### config.mk
export PLATFORM = sky130hd
export DESIGN_NAME = dl_mem_arbiter
export DESIGN_NICKNAME = d
export VERILOG_FILES = /design/src/rtl/tvc_mem_pkg.sv /design/src/rtl/dl_byte_buf.sv /design/src/rtl/dl_mem_arbiter.sv
export SDC_FILE = /design/constraint.sdc
export NUM_CORES = 1
export LEC_CHECK = 0
export CAP_MARGIN = 30
export CORE_MARGIN = 3
export CORE_UTILIZATION = 50
export CTS_BUF_LIST = sky130_fd_sc_hd__clkbuf_4
export DETAILED_ROUTE_END_ITERATION = 12
export HOLD_SLACK_MARGIN = 0.03
export PLACE_DENSITY = 0.87
export SLEW_MARGIN = 20
export SYNTH_ARGS = -nofsm -noshare
export SYNTH_HDL_FRONTEND = slang
export SYNTH_SLANG_ARGS = --single-unit
### constraint.sdc
create_clock -name clk_sys -period 3.4 [get_ports clk_sys]
set_input_delay 0.68 -clock clk_sys [delete_from_list [all_inputs] [get_ports clk_sys]]
set_output_delay 0.68 -clock clk_sys [all_outputs]
set_load 0.1 [all_outputs]
### src/rtl/tvc_mem_pkg.sv
// rtl/tvc_mem_pkg.sv - shared types and constants for the download/CPU SDRAM arbiter
package tvc_mem_pkg;

    typedef enum logic [1:0] {
        ST_IDLE    = 2'd0,
        ST_CPU_ACC = 2'd1,
        ST_DN_ACC  = 2'd2
    } arb_state_t;

    localparam logic [7:0]  IDX_ROM = 8'd0;
    localparam logic [7:0]  IDX_CAS = 8'd1;

    localparam logic [23:0] DEF_ROM_BASE = 24'h000000;
    localparam logic [23:0] DEF_CAS_BASE = 24'h100000;
    localparam logic [24:0] DEF_ROM_SIZE = 25'h10000;

endpackage

### src/rtl/dl_byte_buf.sv
// rtl/dl_byte_buf.sv - one-entry download byte buffer with file-index to SDRAM address mapping
module dl_byte_buf
    import tvc_mem_pkg::*;
#(
    parameter logic [23:0] ROM_BASE = DEF_ROM_BASE,
    parameter logic [23:0] CAS_BASE = DEF_CAS_BASE,
    parameter logic [24:0] ROM_SIZE = DEF_ROM_SIZE
) (
    input  logic        clk_sys,
    input  logic        reset,
    input  logic        dn_wr,
    input  logic [24:0] dn_addr,
    input  logic [7:0]  dn_data,
    input  logic [7:0]  dn_idx,
    input  logic        pop,
    output logic        full,
    output logic        pending,
    output logic [23:0] map_addr,
    output logic [7:0]  map_data,
    output logic        overrun
);

    logic [24:0] buf_addr;
    logic [7:0]  buf_data;
    logic [7:0]  buf_idx;
    logic        map_ok;

    always_ff @(posedge clk_sys) begin
        if (reset) begin
            full     <= 1'b0;
            overrun  <= 1'b0;
            buf_addr <= '0;
            buf_data <= '0;
            buf_idx  <= '0;
        end else if (dn_wr && !full) begin
            full     <= 1'b1;
            buf_addr <= dn_addr;
            buf_data <= dn_data;
            buf_idx  <= dn_idx;
        end else begin
            // A strobe while full is lost, even in the cycle the entry drains.
            if (dn_wr)
                overrun <= 1'b1;
            if (pop || (full && !map_ok))
                full <= 1'b0;
        end
    end

    always_comb begin
        map_ok   = 1'b0;
        map_addr = '0;
        if (buf_idx == IDX_ROM && buf_addr < ROM_SIZE) begin
            map_ok   = 1'b1;
            map_addr = ROM_BASE + buf_addr[23:0];
        end else if (buf_idx == IDX_CAS) begin
            map_ok   = 1'b1;
            map_addr = CAS_BASE + buf_addr[23:0];
        end
    end

    assign pending  = full && map_ok;
    assign map_data = buf_data;

endmodule

### src/rtl/dl_mem_arbiter.sv
// rtl/dl_mem_arbiter.sv - round-robin SDRAM arbiter between CPU accesses and file download bytes
module dl_mem_arbiter
    import tvc_mem_pkg::*;
#(
    parameter logic [23:0] ROM_BASE = DEF_ROM_BASE,
    parameter logic [23:0] CAS_BASE = DEF_CAS_BASE,
    parameter logic [24:0] ROM_SIZE = DEF_ROM_SIZE
) (
    input  logic        clk_sys,
    input  logic        reset,
    input  logic        dn_go,
    input  logic        dn_wr,
    input  logic [24:0] dn_addr,
    input  logic [7:0]  dn_data,
    input  logic [7:0]  dn_idx,
    output logic        dn_clkref,
    input  logic        cpu_req,
    input  logic        cpu_we,
    input  logic [23:0] cpu_addr,
    input  logic [7:0]  cpu_din,
    output logic [7:0]  cpu_dout,
    output logic        cpu_ack,
    output logic        mem_req,
    output logic        mem_we,
    output logic [23:0] mem_addr,
    output logic [7:0]  mem_din,
    input  logic [7:0]  mem_dout,
    input  logic        mem_ack,
    output logic        rom_loaded,
    output logic        dn_overrun
);

    arb_state_t  state_q, state_d;
    logic        last_cpu;
    logic        grant_cpu, grant_dn;
    logic        dn_pop, cpu_done;
    logic        buf_full, buf_pending;
    logic [23:0] buf_maddr;
    logic [7:0]  buf_mdata;
    logic        go_q, rom_pend;
    logic [7:0]  last_idx;

    dl_byte_buf #(
        .ROM_BASE (ROM_BASE),
        .CAS_BASE (CAS_BASE),
        .ROM_SIZE (ROM_SIZE)
    ) u_buf (
        .clk_sys  (clk_sys),
        .reset    (reset),
        .dn_wr    (dn_wr),
        .dn_addr  (dn_addr),
        .dn_data  (dn_data),
        .dn_idx   (dn_idx),
        .pop      (dn_pop),
        .full     (buf_full),
        .pending  (buf_pending),
        .map_addr (buf_maddr),
        .map_data (buf_mdata),
        .overrun  (dn_overrun)
    );

    always_ff @(posedge clk_sys) begin
        if (reset) begin
            state_q  <= ST_IDLE;
            last_cpu <= 1'b1;
            mem_we   <= 1'b0;
            mem_addr <= '0;
            mem_din  <= '0;
            cpu_ack  <= 1'b0;
            cpu_dout <= '0;
        end else begin
            state_q <= state_d;
            cpu_ack <= cpu_done;
            if (cpu_done)
                cpu_dout <= mem_dout;
            if (grant_cpu) begin
                mem_we   <= cpu_we;
                mem_addr <= cpu_addr;
                mem_din  <= cpu_din;
                last_cpu <= 1'b1;
            end else if (grant_dn) begin
                mem_we   <= 1'b1;
                mem_addr <= buf_maddr;
                mem_din  <= buf_mdata;
                last_cpu <= 1'b0;
            end
        end
    end

    // cpu_ack cycle is a dead cycle: the CPU is still dropping its request.
    always_comb begin
        state_d   = state_q;
        grant_cpu = 1'b0;
        grant_dn  = 1'b0;
        case (state_q)
            ST_IDLE: begin
                if (!cpu_ack) begin
                    if (cpu_req && buf_pending) begin
                        grant_dn  = last_cpu;
                        grant_cpu = !last_cpu;
                    end else begin
                        grant_cpu = cpu_req;
                        grant_dn  = buf_pending;
                    end
                end
                if (grant_cpu)
                    state_d = ST_CPU_ACC;
                else if (grant_dn)
                    state_d = ST_DN_ACC;
            end
            ST_CPU_ACC, ST_DN_ACC: begin
                if (mem_ack)
                    state_d = ST_IDLE;
            end
            default: state_d = ST_IDLE;
        endcase
    end

    always_comb begin
        mem_req   = (state_q != ST_IDLE);
        dn_pop    = (state_q == ST_DN_ACC) && mem_ack;
        cpu_done  = (state_q == ST_CPU_ACC) && mem_ack;
        dn_clkref = !buf_full;
    end

    // ROM completion waits for the final byte to be fully written back.
    always_ff @(posedge clk_sys) begin
        if (reset) begin
            go_q       <= 1'b0;
            last_idx   <= '0;
            rom_pend   <= 1'b0;
            rom_loaded <= 1'b0;
        end else begin
            go_q <= dn_go;
            if (dn_go)
                last_idx <= dn_idx;
            if (go_q && !dn_go && last_idx == IDX_ROM) begin
                rom_pend <= 1'b1;
            end else if (rom_pend && !buf_full && state_q != ST_DN_ACC) begin
                rom_pend   <= 1'b0;
                rom_loaded <= 1'b1;
            end
        end
    end

endmodule

Word-level counts from Yosys, hierarchy flattened
Index checks and enable logic that the tools add are counted.
Widths: inputs -> output; s select.
- bits in registers: 99
- input port bits: 88
- output and inout bits: 46
- word-level logic and storage cells: 80
- eq/ne operators: 6
- magnitude comparators: 1
- add/subtract/negate cells: 1
- bitwise logic cells: 2
- multiplexer cells: 26
- reduce and logical (&&, ||, !) cells: 28
- operators by type and width (kind ; number):
    $mux 24 ; 4
    $lt 25x17->1 const B ; 1
    $add 21x24->24 const A ; 1
    $logic_not 8->1 ; 2
    $mux 1 ; 16
    $mux 8 ; 2
    $logic_and 1x1->1 ; 11
    $eq 8x1->1 const B ; 1
    $reduce_bool 2->1 ; 4
    $mux 2 ; 3
    $reduce_and 2->1 ; 3
    $logic_not 1->1 ; 4
    $ne 2x2->1 const B ; 2
    $pmux 2 s2 ; 1
    $reduce_or 2->1 ; 2
    $ne 3x3->1 const B ; 1
    $eq 2x1->1 const B ; 1
    $eq 2x2->1 const B ; 1
    $logic_not 2->1 ; 1
    $not 1->1 ; 2
    $logic_or 1x1->1 ; 1

Depth between registers and ports, before layout
- depth in word-level cells: 11
- gate-level depth with buffers: 8
- gate-level depth less buffers: 7

Hierarchy
A second synthesis with hierarchy kept.
- cell total of the unflattened synthesis: 531
- area, all modules: 4379.2 µm²
- by module, submodules not included (module ; times used ; cells each ; area each (µm²) ; seq. area each (µm²)):
    dl_mem_arbiter ; 1 ; 302 ; 2528.7 ; 1121.1
    dl_byte_buf ; 1 ; 229 ; 1850.5 ; 860.8

Worst setup path after synthesis
Ideal clock, no wire load.
- path kind: reg-to-reg
- start point: register cpu_ack
- end point: register mem_addr[10]
- setup time: 0.122 ns
- arrival time: 2.001 ns
- clock period less this slack: 2.123 ns
- path buffers: 1
- path slack: 1.277 ns
- required time: 3.278 ns
- cell stages (with the launch flop): 7
- cells stage by stage: dfxtp_1 nor2b_1 nand2b_1 nor4_1 clkbuf_1 and2_1 a221o_1
- longest elaborated chain between the ends: 4
- elaborated cells on any way between the ends: 8
- classes of those cells: mux: 7; reduce/logical: 1
- ends and longest elaborated chain (element ; RTL line ; source):
    start, declared ; dl_mem_arbiter.sv:22 ; output logic cpu_ack,
    start signal, assigned ; dl_mem_arbiter.sv:73 ; cpu_ack <= cpu_done;
    $mux 1 ; dl_mem_arbiter.sv:97 ; if (!cpu_ack) begin
    $mux 1 (2 in a row) ; dl_mem_arbiter.sv:95 ; case (state_q)
    $mux 24 / $reduce_bool 2->1 (equally long branches) ; n/a ;
    end signal, assigned ; dl_mem_arbiter.sv:78 ; mem_addr <= cpu_addr;
    end signal, assigned ; dl_mem_arbiter.sv:83 ; mem_addr <= buf_maddr;
    end, declared ; dl_mem_arbiter.sv:25 ; output logic [23:0] mem_addr,
Parallel ways exist; a longest one is shown, timed or not. The select of a mux whose other input is x is not followed.
A chain may end at the register's enable or synchronous reset.

Worst setup path in the final report
- start point: register mem_din[5]
- end point: output mem_din[5]
- RTL lines (element ; RTL line ; source):
    start, declared ; dl_mem_arbiter.sv:26 ; output logic [7:0] mem_din,
    start signal, assigned ; dl_mem_arbiter.sv:79 ; mem_din <= cpu_din;
    start signal, assigned ; dl_mem_arbiter.sv:84 ; mem_din <= buf_mdata;
No word-level cell between the ends.

==> out/metrics.yaml <==
layout_commonest_cell: "clkdlybuf4s50_1"
drc: 0
synth_top_cell_area_share_pct: 50.5
crit_path_max_fanout: 2
regArea_mm2: 0.00198
finClkSkew_ns: 0.0197
clkTransAtPathRegs_ns: 0.15
first_pass_iters: 5
fill_cells: 590
status: "completed"
clockBufferDepth: 2
synth_nets: 538
timing.final.crit_share_pct: 77.6
seq_area_frac_synth_pct: 50.5
synth_top_area_cell: "dfxtp_1"
cts.sinks: 99
synth_area_mm2: 0.00392
core_mm2: 0.00745
drv_cap: 0
slew_viol_final: 0
most-common-layout-cells: "clkdlybuf4s50_1, dfxtp_1, nand2_1"
grt-ovfl-total: 0
max_stage_delay_ns: 1.14
wl_per_cell_um: 16.1
ys_types: 42
design_area_mm2: 0.00544
drtIter0Drc: 304
multi_input_area_mm2: 0.00181
nNetsFinal: 660
hold_class: "reg2reg"
power_density_mw_per_mm2: 530
synth_cells: 446
async_flop_share_pct: 0
period_needed_ns: 2.64
io_buffers: 133
dr_total_vias: 3703
cts_hold_buf: 0
clk_latency_ns: 0.44
finalSetupViolations: 0
synthTopCellsByArea: "dfxtp_1, nand2_1, a21oi_1, nor2_1, a221o_1"
critPathTopFamily: "buffers and inverters"
grt_start_max_net_pins: 58
slowest_stage: "clkdlybuf4s50_1"
grtUsageMet3_pct: 6.45
cts_root_buf: "clkbuf_4"
total_power_mw: 2.89
met2_usage_pct: 39.1
tightest_slew_ns: 0.985
cts_resized: 0
die_area_mm2: 0.00894
drt_wl_total_mm: 10.8
ir_drop_mv: 0.296
numCtsBuffers: 9
cp_cell_sequence: "clkdlybuf4s50_1"
critPathBufInv: 1
grt_busiest_layer: "met2"
grt.total_usage_pct: 23.5
h-tree-depth: 3
placementRows: 31
gp_congestion: 0.887
grt_pass1_vias: 3461
grt_pass1_wl_mm: 16.5
rsz0062_at_grt: "no"
syn_area_per_cell_um2: 8.79
end_kind: "primary output"
crit_type: "reg2out"
cts_setup_buffers: 0
post-dp-hpwl_mm: 7.81
viasPerCell: 5.53
syn_to_final_growth_pct: 38.8
antenna_left: 0
tns_ns: 0
yosysWarningCount: 0
global_route.usage.met1_pct: 29.3
antenna_found_initial: 0
synth_edf_count: 0
start_kind: "register"
synth_flop_cell: "dfxtp_1"
finalHoldViolCount: 0
crit_required_ns: 2.72
diodes: 0
ios: 134
crit_arrival_ns: 1.96
post_dp_cell_area_mm2: 0.00529
cellLeakagePower_nw: 2.03
ys_ff_latch: 99
start_util_pct: 52.7
slew_headroom_pct: 34.2
die_h_um: 94.6
tritoncts: "done"
fmax_ghz: 0.379
die_x_um: 94.6
final_layout_size_suffix_gt1_share_pct: 7.18
## cell families (layout without fill, tap and decap cells)
logic type / count (synthesis) / in the layout / share of synthesized area (%)
xor+xnor: 1 / 1 / 0.223
mux: 8 / 8 / 2.04
compound gates: 118 / 118 / 20.7
fa+ha+maj: 4 / 4 / 1.28
simple gates: 180 / 180 / 21.5
buf+inv: 36 / 161 / 3.73
flops: 99 / 99 / 50.5
## sequential cells by signal, summed over array words and instances, names as in the netlist
| register | flops |
|---|---|
| state_q | 2 |
| u_buf.buf_addr | 25 |
| u_buf.buf_idx | 8 |
| mem_din | 8 |
| rom_pend | 1 |
| u_buf.map_data | 8 |
| last_idx | 8 |
| rom_loaded | 1 |
| last_cpu | 1 |
| mem_addr | 24 |
| cpu_dout | 8 |
| u_buf.full | 1 |
| cpu_ack | 1 |
| u_buf.overrun | 1 |
| mem_we | 1 |
| go_q | 1 |
## per-layer routing
layer,wire length [µm],up-vias
met1,4370,1724
met5,0,-
li1,-,1811
met3,881,14
met4,168,0
met2,5350,154
## path summary, 6_finish.rpt
| check | start | end | slack (ns) | depth (start not counted) |
|---|---|---|---|---|
| setup / recovery | mem_din[5]$_SDFFE_PP0P_ | mem_din[5] | 0.76 | 1 |
| hold reg to reg | u_buf.map_data[1]$_SDFFE_PP0P_ | u_buf.map_data[1]$_SDFFE_PP0P_ | 0.46 | 2 |
| setup reg to reg | u_buf.buf_idx[0]$_SDFFE_PP0P_ | mem_addr[19]$_SDFFE_PP0P_ | 1.03 | 5 |
| hold / removal | u_buf.map_data[1]$_SDFFE_PP0P_ | u_buf.map_data[1]$_SDFFE_PP0P_ | 0.46 | 2 |
## per-stage QoR
stage	setup WS (ns)	cells	hold slack, ns	util, %
final	0.763	670	0.464	73.1
after global placement	0.919	655	0.437	71.1
after global routing	0.712	670	0.477	73.1
after detailed placement	0.756	655	0.445	71.1
after CTS	0.758	669	0.463	73.0
after floorplan	1.28	446	0.432	-
## power breakdown
group	switching, mW	total [mW]	internal [mW]
Clock	0.369	0.658	0.290
Combinational	0.632	0.918	0.286
Sequential	0.0585	1.31	1.25
Total	1.06	2.89	1.83
## cells in the mapped netlist (3+ instances only)
cell type   n
a211oi_1   12
a21oi_1    53
a221o_1    13
a22oi_1    14
a31oi_1     5
a32oi_1     3
and2_1     15
buf_2       3
clkbuf_1   24
dfxtp_1    99
ha_1        4
inv_1       7
mux2i_1     8
nand2_1    95
nand3_1    10
nor2_1     36
nor2b_1     4
nor4_1      3
o2bb2ai_1   5
## layout make-up
class	count	area share [%]
clock buffer	9	1.24
clock inverter	5	1.47
inverter	7	0.483
multi-input combinational	311	33.2
sequential	99	36.4
tap	99	2.28
timing repair buffer	140	24.9
Power figures use the tool's default switching activity.
